`config.mk`:
```
export PLATFORM = sky130hd
export DESIGN_NAME = max_pool_2x2
export DESIGN_NICKNAME = d
export VERILOG_FILES = /design/src/rtl/cnn_pool_pkg.sv /design/src/rtl/pool_line_buf.sv /design/src/rtl/max_pool_2x2.sv
export SDC_FILE = /design/constraint.sdc
export NUM_CORES = 1
export LEC_CHECK = 0
export ABC_AREA = 1
export BUFFER_PORTS_ARGS = -buffer_cell sky130_fd_sc_hd__buf_2
export CAP_MARGIN = 20
export CORE_UTILIZATION = 50
export CTS_CLUSTER_DIAMETER = 50
export DETAILED_ROUTE_END_ITERATION = 8
export HOLD_SLACK_MARGIN = 0.03
export PLACE_DENSITY = 0.65
export SYNTH_ARGS = -nofsm -noshare
export SYNTH_HDL_FRONTEND = slang
export SYNTH_HIERARCHICAL = 1
export SYNTH_SLANG_ARGS = --single-unit
```
`constraint.sdc`:
```
create_clock -name clk -period 10.7 [get_ports clk]
set_input_delay 1.07 -clock clk [delete_from_list [all_inputs] [get_ports clk]]
set_output_delay 1.07 -clock clk [all_outputs]
set_load 0.005 [all_outputs]
```
`src/rtl/cnn_pool_pkg.sv`:
```
// rtl/cnn_pool_pkg.sv - shared types, defaults and helpers for the 2x2 max-pooling stage
package cnn_pool_pkg;

   localparam int POOL_DATA_W  = 16;
   localparam int POOL_MAX_DIM = 64;

   typedef enum logic [1:0] {
      IDLE = 2'd0,
      RUN  = 2'd1,
      DONE = 2'd2
   } pool_state_t;

   typedef logic signed [POOL_DATA_W-1:0] pool_data_t;

   function automatic pool_data_t smax(input pool_data_t a, input pool_data_t b);
      return (a > b) ? a : b;
   endfunction

endpackage

```
`src/rtl/pool_line_buf.sv`:
```
// rtl/pool_line_buf.sv - half-row buffer of even-row pair maxima, one write port and async read
module pool_line_buf #(
   parameter int DATA_W = 16,
   parameter int DEPTH  = 32,
   parameter int AW     = 5
) (
   input  logic                     clk,
   input  logic                     we,
   input  logic [AW-1:0]            addr,
   input  logic signed [DATA_W-1:0] wdata,
   output logic signed [DATA_W-1:0] rdata
);

   logic signed [DATA_W-1:0] mem [DEPTH];

   // Store the even-row pair maximum until the matching odd-row pair arrives
   always_ff @(posedge clk) begin
      if (we) begin
         mem[addr] <= wdata;
      end
   end

   assign rdata = mem[addr];

endmodule

```
`src/rtl/max_pool_2x2.sv`:
```
// rtl/max_pool_2x2.sv - 2x2 stride-2 max pooling of a row-major conv stream (POOL_RELU_EN fuses ReLU)
module max_pool_2x2
   import cnn_pool_pkg::*;
#(
   parameter int DATA_W  = POOL_DATA_W,
   parameter int MAX_DIM = POOL_MAX_DIM
) (
   input  logic                     clk,
   input  logic                     nrst,
   input  logic                     pooling_ctrl,
   input  logic [6:0]               fmap_dim,
   input  logic                     in_valid,
   input  logic signed [DATA_W-1:0] in_data,
   output logic                     out_valid,
   output logic signed [DATA_W-1:0] out_data,
   output logic                     pooling_finish
);

   localparam int         LB_DEPTH  = MAX_DIM / 2;
   localparam int         LB_AW     = (LB_DEPTH > 1) ? $clog2(LB_DEPTH) : 1;
   localparam logic [6:0] MAX_DIM_C = 7'(MAX_DIM);

   pool_state_t       state;
   logic [6:0]        dim_q;
   logic [6:0]        col;
   logic [6:0]        row;
   pool_data_t        hold_q;
   pool_data_t        lbuf_rdata;
   pool_data_t        pair_max;
   pool_data_t        win_max;
   logic [6:0]        dim_clamped;
   logic              accept;
   logic              last_col;
   logic              last_row;
   logic              lbuf_we;
   logic [LB_AW-1:0]  lbuf_addr;

   function automatic pool_data_t post_act(input pool_data_t v);
`ifdef POOL_RELU_EN
      return (v < 0) ? '0 : v;
`else
      return v;
`endif
   endfunction

   // Oversized maps are clamped so the line buffer is never overrun
   assign dim_clamped = (fmap_dim > MAX_DIM_C) ? MAX_DIM_C : fmap_dim;
   assign accept      = (state == RUN) && pooling_ctrl && in_valid;
   assign last_col    = (col == dim_q - 7'd1);
   assign last_row    = (row == dim_q - 7'd1);
   assign lbuf_addr   = col[LB_AW:1];
   assign pair_max    = smax(hold_q, in_data);
   assign win_max     = smax(pair_max, lbuf_rdata);
   assign lbuf_we     = accept && col[0] && !row[0];

   pool_line_buf #(
      .DATA_W (DATA_W),
      .DEPTH  (LB_DEPTH),
      .AW     (LB_AW)
   ) u_line_buf (
      .clk   (clk),
      .we    (lbuf_we),
      .addr  (lbuf_addr),
      .wdata (pair_max),
      .rdata (lbuf_rdata)
   );

   // Control FSM, position counters, pair hold register and registered outputs
   always_ff @(posedge clk or negedge nrst) begin
      if (!nrst) begin
         state          <= IDLE;
         dim_q          <= '0;
         col            <= '0;
         row            <= '0;
         hold_q         <= '0;
         out_valid      <= 1'b0;
         out_data       <= '0;
         pooling_finish <= 1'b0;
      end else begin
         out_valid      <= 1'b0;
         pooling_finish <= 1'b0;
         case (state)
            IDLE: begin
               if (pooling_ctrl) begin
                  dim_q <= dim_clamped;
                  col   <= '0;
                  row   <= '0;
                  if (dim_clamped < 7'd2) begin
                     state          <= DONE;
                     pooling_finish <= 1'b1;
                  end else begin
                     state <= RUN;
                  end
               end
            end
            RUN: begin
               if (!pooling_ctrl) begin
                  state <= IDLE;
                  col   <= '0;
                  row   <= '0;
               end else if (in_valid) begin
                  if (!col[0]) begin
                     hold_q <= in_data;
                  end else if (row[0]) begin
                     out_valid <= 1'b1;
                     out_data  <= post_act(win_max);
                  end
                  if (last_col) begin
                     col <= '0;
                     row <= row + 7'd1;
                  end else begin
                     col <= col + 7'd1;
                  end
                  // Odd sizes still consume the trailing row/column before finishing
                  if (last_col && last_row) begin
                     state          <= DONE;
                     pooling_finish <= 1'b1;
                  end
               end
            end
            DONE: begin
               state <= IDLE;
            end
            default: begin
               state <= IDLE;
            end
         endcase
      end
   end

   // accept is consumed inside the FSM through the same terms; keep it for the buffer write
   logic unused_ok;
   assign unused_ok = accept;

endmodule

```
* Word level (Yosys, flattened, before mapping)
Memories as Yosys holds them, arrays and structs flattened. Cells that the tools add are included.
Operators by class: add/subtract/negate cells 3, order comparisons 4, equality and inequality tests 7, muxes and demuxes 31, bitwise operators 1, reductions and logical operators 14
Operators with widths (count):
- 7-bit two-way mux | 8
- 16-bit > comparator | 2
- 16-bit two-way mux | 2
- 7-bit one-hot mux with 2 select lines | 2
- 7-bit by 1-bit adder with 7-bit output (second input constant) | 2
- 7-bit == test | 2
- 1-bit two-way mux | 12
- 2-bit two-way mux | 5
- 4-bit AND reduction | 2
- 7-bit > comparator (second input constant) | 1
- 7-bit by 2-bit < comparator with 1-bit output (second input constant) | 1
- 7-bit by 1-bit subtractor with 7-bit output (second input constant) | 1
- 3-bit != test (second input constant) | 2
- 3-bit AND reduction | 2
- 1-bit logical AND | 5
- 5-bit AND reduction | 1
- 2-bit one-hot mux with 2 select lines | 1
- 3-bit by 2-bit != test with 1-bit output (second input constant) | 1
- 2-bit by 1-bit == test with 1-bit output (second input constant) | 1
- 2-bit zero test | 1
- 2-bit != test (second input constant) | 1
- 1-bit one-hot mux with 2 select lines | 1
- 2-bit AND reduction | 1
- 2-bit nonzero test | 1
- 2 further kinds | 2
Storage, ports and cells: bits in registers 57, RAM bits 512, input port bits 27, output and inout port bits 18, logic and storage cells 69, memories 1
Memories:
- u_line_buf.mem | words 32, bits a word 16, rd ports 1, clocked after Yosys merged registers in 0, write ports 1, line pool_line_buf.sv:14 | logic signed [DATA_W-1:0] mem [DEPTH];

* Depth between registers and ports, before layout
word-level depth 7, depth in mapped cells 34, depth with buffers taken out 32

* Modules after synthesis
Netlist, hierarchy kept.
By module, submodules not included:
- pool_line_buf | instances 1, cells an instance 2058, area an instance 21607.0 µm², sequential area each 15374.7 µm²
- max_pool_2x2 | instances 1, cells an instance 591, area an instance 4260.3 µm², sequential area each 1426.4 µm²

* Least setup slack after synthesis
Ideal clock, no wire load.
path kind input -> register, start input port in_data[15], end register out_data[7], library setup time 0.117 ns, arrival 4.211 ns, data required time 10.583 ns, setup slack 6.373 ns, stages 22, path buffers 2, path through inv_1 ha_1 a21oi_1 o21ai_0 a21oi_1 nand2_1 nand2_4 clkbuf_4 nand4_1 nand2_1 ha_1 a21oi_1 o21ai_0 a21oi_1 nand2_1 nand2_1 nand3_2 inv_2 buf_4 nand3_1 nand2_1 nand2_1
On the way: cells in the longest elaborated chain, start to end 4
RTL lines:
- start, declared | line max_pool_2x2.sv:13 | input logic signed [DATA_W-1:0] in_data,
- 16-bit > comparator | line cnn_pool_pkg.sv:16 | return (a > b) ? a : b;
- 16-bit two-way mux | line cnn_pool_pkg.sv:16
- named net pair_max[11] | line max_pool_2x2.sv:29 | pool_data_t pair_max;
- 16-bit > comparator | line cnn_pool_pkg.sv:16
- 16-bit two-way mux | line cnn_pool_pkg.sv:16
- end signal, assigned | line max_pool_2x2.sv:106 | out_data <= post_act(win_max);
- end, declared | line max_pool_2x2.sv:15 | output logic signed [DATA_W-1:0] out_data,
The timed path passes the listed nets, and every way through them passes these cells. A chain may end at the register's enable or synchronous reset.

* Worst setup path after layout
start register col[1], end register out_data[13]
On the way: cells in the longest elaborated chain, start to end 3
RTL lines:
- start, declared | line max_pool_2x2.sv:25 | logic [6:0] col;
- start signal, assigned | line max_pool_2x2.sv:112 | col <= col + 7'd1;
- memory read 32 x 16 bit
- named net lbuf_rdata[11] | line max_pool_2x2.sv:28 | pool_data_t lbuf_rdata;
- 16-bit > comparator | line cnn_pool_pkg.sv:16
- 16-bit two-way mux | line cnn_pool_pkg.sv:16
The timed path passes the listed nets, and every way through them passes these cells.

==> summary.txt <==
Timing
  – Worst slew pin tran: roughly 1.1 ns
  – Slew HR: about a quarter
  – Max Freq: approximately 0.19 GHz
  – # setup viols final: 0
  – Final min period: roughly 5.3 ns
  – Final Max Slew Viols: 0
  – Fin crit share: between 40% and 50%
  – Unrepaired setup endpoints after global routing: false
  – Fin. Hold Viols: 0
  – Setup tns final: 0 ns
  – Clock Skews: just over 0.03 ns

GRT
  – Vias in the first global route: around 18000
  – Antenna violations before repair: 0
  – Largest net degree at the start of global routing: about 180
  – Total GRT Usage: 24.9%
  – GR Overflow Total: 0
  – First-pass GRT wire length: 100 mm

Hold path
  – Hold Path Class: flip-flop to flip-flop

Final layout
  – Syn-to-layout area delta: 11.0%
  – Total Nets Final: approximately 2800
  – Layout cells sized above 1: a little under a tenth
  – Ant diodes: 0
  – Fillcell total: around 4400

Clocking
  – Clock H-tree levels: 3
  – CTS Buf Count: between 60 and 70
  – Clock-pin slew on the worst setup and hold paths: approximately 0.060 ns
  – CTS root buf: clkbuf_16
  – Setup bufs post-CTS: 0
  – TritonCTS clock tree: done
  – CTS Hold Bufs: 0
  – Sink Count: about 570
  – Clk_lat worst skew: around 0.62 ns
  – Post-CTS sizing: 0
  – Clk buf depth: 3

Floorplanning
  – Die H: around 230 um
  – Initial Util: 51.1%
  – # rows: between 80 and 90
  – Core area: ~51000 um2
  – # IOs: between 40 and 50
  – Die width: 229 um
  – Die ar.: 52600 um2

Routing
  – Total wire length: 64.5 mm
  – DR pass1 iterations: 5
  – Starting DRT DRC Count: 1493
  – Total number of vias: around 18000
  – Post-route ant nets: 0
  – DR DRC count: 0
  – Wire per inst: approximately 19 um
  – Post-DR vias/cell: ~5.3

Logic synthesis
  – Yosys cell types: a little over 40
  – Synth Cell Area: roughly 26000 um2
  – Ys Warns: 6
  – Gate Count Post-Synth: around 2600
  – Post-Syn Nets: about 2700
  – Number of synthesized register bits: ~570
  – Avg Inst Size Synth: ~10 um2
  – Post-synthesis sequential area ratio: roughly 65%

Run
  – Total of max-cap violations: 0

Worst setup path
  – Element type at the critical path end: flip-flop
  – Critical setup path kind: flip-flop to flip-flop
  – Critical path data arrival time: ~5.8 ns
  – WP data required: roughly 11 ns
  – Maximum fanout along the worst path: 74
  – Startpoint types: flip-flop

Pwr
  – Worst vdd ir: roughly 170 uV
  – P_leak: ~12 nW
  – Pwr dens: about 260 nW/um2
  – Total power: 7.37 mW

Place
  – Port Buffers: 44
  – Gp weighted congestion: 0.879
  – Hpwl dp: 37.4 mm

Run status
  – Status: completed
==> state kept, by name, summed over array words and instances, names as in the netlist <==
| register | cells |
|---|---|
| out_data | 16 |
| row | 7 |
| pooling_finish | 1 |
| dim_q | 7 |
| out_valid | 1 |
| hold_q | 16 |
| state | 2 |
| u_line_buf/mem | 512 |
| col | 7 |
==> placed cells by master (no fill, tap or decap), types with 6 or more instances in the layout <==
cell type / instances
clkinv_1: 9
inv_1: 84
xor2_1: 7
nor2_2: 7
o21ai_0: 8
clkinv_2: 6
buf_4: 51
ha_1: 35
dfrtp_1: 55
buf_2: 44
clkbuf_1: 18
nor2_1: 96
o22ai_1: 9
edfxtp_1: 512
nor3_4: 9
clkbuf_16: 68
nand4_1: 22
nand2_1: 1552
o21ai_2: 12
inv_2: 8
a21oi_1: 39
nand3_1: 43
==> final timing paths <==
kind	from	end	slack [ns]	cells past startpoint
hold reg to reg	out_data[10]	out_data[10]	0.50	2
setup reg to reg	col[1]	out_data[13]	5.35	23
hold / removal	out_data[10]	out_data[10]	0.50	2
min in group asynchronous	nrst	hold_q[13]	0.63	2
setup / recovery	col[1]	out_data[13]	5.35	23
max in group asynchronous	nrst	col[1]	9.50	2
==> cell usage after synthesis <==
| master | instances | area [um2] |
|---|---|---|
| nand3_2 | 3 | 30.0 |
| buf_2 | 54 | 270 |
| o211ai_1 | 1 | 7.51 |
| nand2_2 | 3 | 18.8 |
| nor3_2 | 2 | 20.0 |
| nor3b_1 | 1 | 7.51 |
| a21o_1 | 1 | 7.51 |
| nor2_4 | 2 | 22.5 |
| clkbuf_4 | 1 | 7.51 |
| nand2_4 | 2 | 22.5 |
| nor2_2 | 5 | 31.3 |
| inv_4 | 3 | 18.8 |
| nand3b_2 | 1 | 11.3 |
| o21ai_0 | 8 | 40.0 |
| buf_6 | 35 | 394 |
| nor2_1 | 98 | 368 |
| nand4_4 | 1 | 21.3 |
| a21oi_1 | 39 | 195 |
| dfrtp_1 | 57 | 1430 |
| o21a_1 | 1 | 7.51 |
| nor3_1 | 5 | 25.0 |
| o21ai_2 | 12 | 105 |
| xnor2_1 | 1 | 8.76 |
| ha_1 | 35 | 438 |
| edfxtp_1 | 512 | 15400 |
| nor4_1 | 2 | 12.5 |
| clkbuf_1 | 11 | 41.3 |
| nand3_1 | 43 | 215 |
| xor2_1 | 7 | 61.3 |
| or2_2 | 1 | 6.26 |
| nand3_4 | 2 | 35.0 |
| nor3_4 | 9 | 146 |
| o21ai_1 | 4 | 20.0 |
| inv_1 | 84 | 315 |
| a31oi_1 | 1 | 6.26 |
| nand2_1 | 1552 | 5830 |
| buf_4 | 9 | 67.6 |
| nand3b_1 | 1 | 7.51 |
| o22ai_1 | 9 | 56.3 |
| inv_2 | 9 | 33.8 |
| nand4_1 | 22 | 138 |
==> critical path, stage by stage, from the launching register on <==
cell     delay (ns)
dfrtp_4        0.47
buf_4          0.59
buf_4          0.76
buf_4          0.71
nand2_1        0.11
nand2_1        0.10
nand2_1        0.05
nand2_1        0.08
nand2_1        0.08
nand2_1        0.17
nor2_1         0.09
nand2_1        0.07
inv_1          0.05
ha_1           0.33
a21oi_1        0.16
o21ai_0        0.09
a21oi_1        0.17
nand2_1        0.07
nand2_1        0.07
nand3_2        0.30
inv_2          0.38
nand3_1        0.12
nand2_1        0.07
nand2_1        0.05
==> metrics by stage <==
stage,cells,hold slack [ns],setup slack (ns),area (um2),util (%)
after floorplan,2649,0.464,6.37,25900,-
after global placement,3306,0.472,5.21,26600,52.5
after detailed placement,3306,0.470,5.07,26600,52.5
after CTS,3426,0.485,5.34,28600,56.6
after global routing,3430,0.526,4.86,28700,56.8
final,3430,0.499,5.35,28700,56.8
==> area by class of cell <==
class | count | area, um2 | share of cell area (%)
flip-flops and latches | 569 | 16800 | 58.5
inverters | 96 | 375 | 1.31
repair buffers | 99 | 678 | 2.36
well taps | 672 | 841 | 2.93
multi-input cells | 1874 | 7920 | 27.6
clock inverters | 32 | 299 | 1.04
clock buffers | 88 | 1800 | 6.26
==> routing by layer <==
| metal | wire length (um) | share of wire [%] | track usage [%] | vias up |
|---|---|---|---|---|
| li1 | - | - | - | 8723 |
| met3 | 4010 | 6.2 | 4.06 | 137 |
| met2 | 31100 | 48 | 41.1 | 560 |
| met1 | 27300 | 42 | 33.3 | 8667 |
| met5 | 0 | 0 | 0 | - |
| met4 | 2040 | 3.2 | 8.65 | 0 |
==> kinds of logic after synthesis <==
group	count (synthesis)	share of synthesized area [%]
AOI/OAI and AO/OA	76	1.72
xor gates and xnor gates	8	0.271
adders and majority gates	35	1.69
buffers and inverters	206	4.44
DFF	569	65.0
and+or+nand+nor	1755	26.9
==> power breakdown <==
part           total, mW  leakage [nW]  switching, mW  internal [mW]
clock               2.17          1.01          0.902           1.27
sequential          3.06          5.39         0.0782           2.98
combinational       2.14          6.02           1.60          0.539
total               7.37          12.4           2.58           4.79
Note: power is estimated with default switching activity, not from simulation.
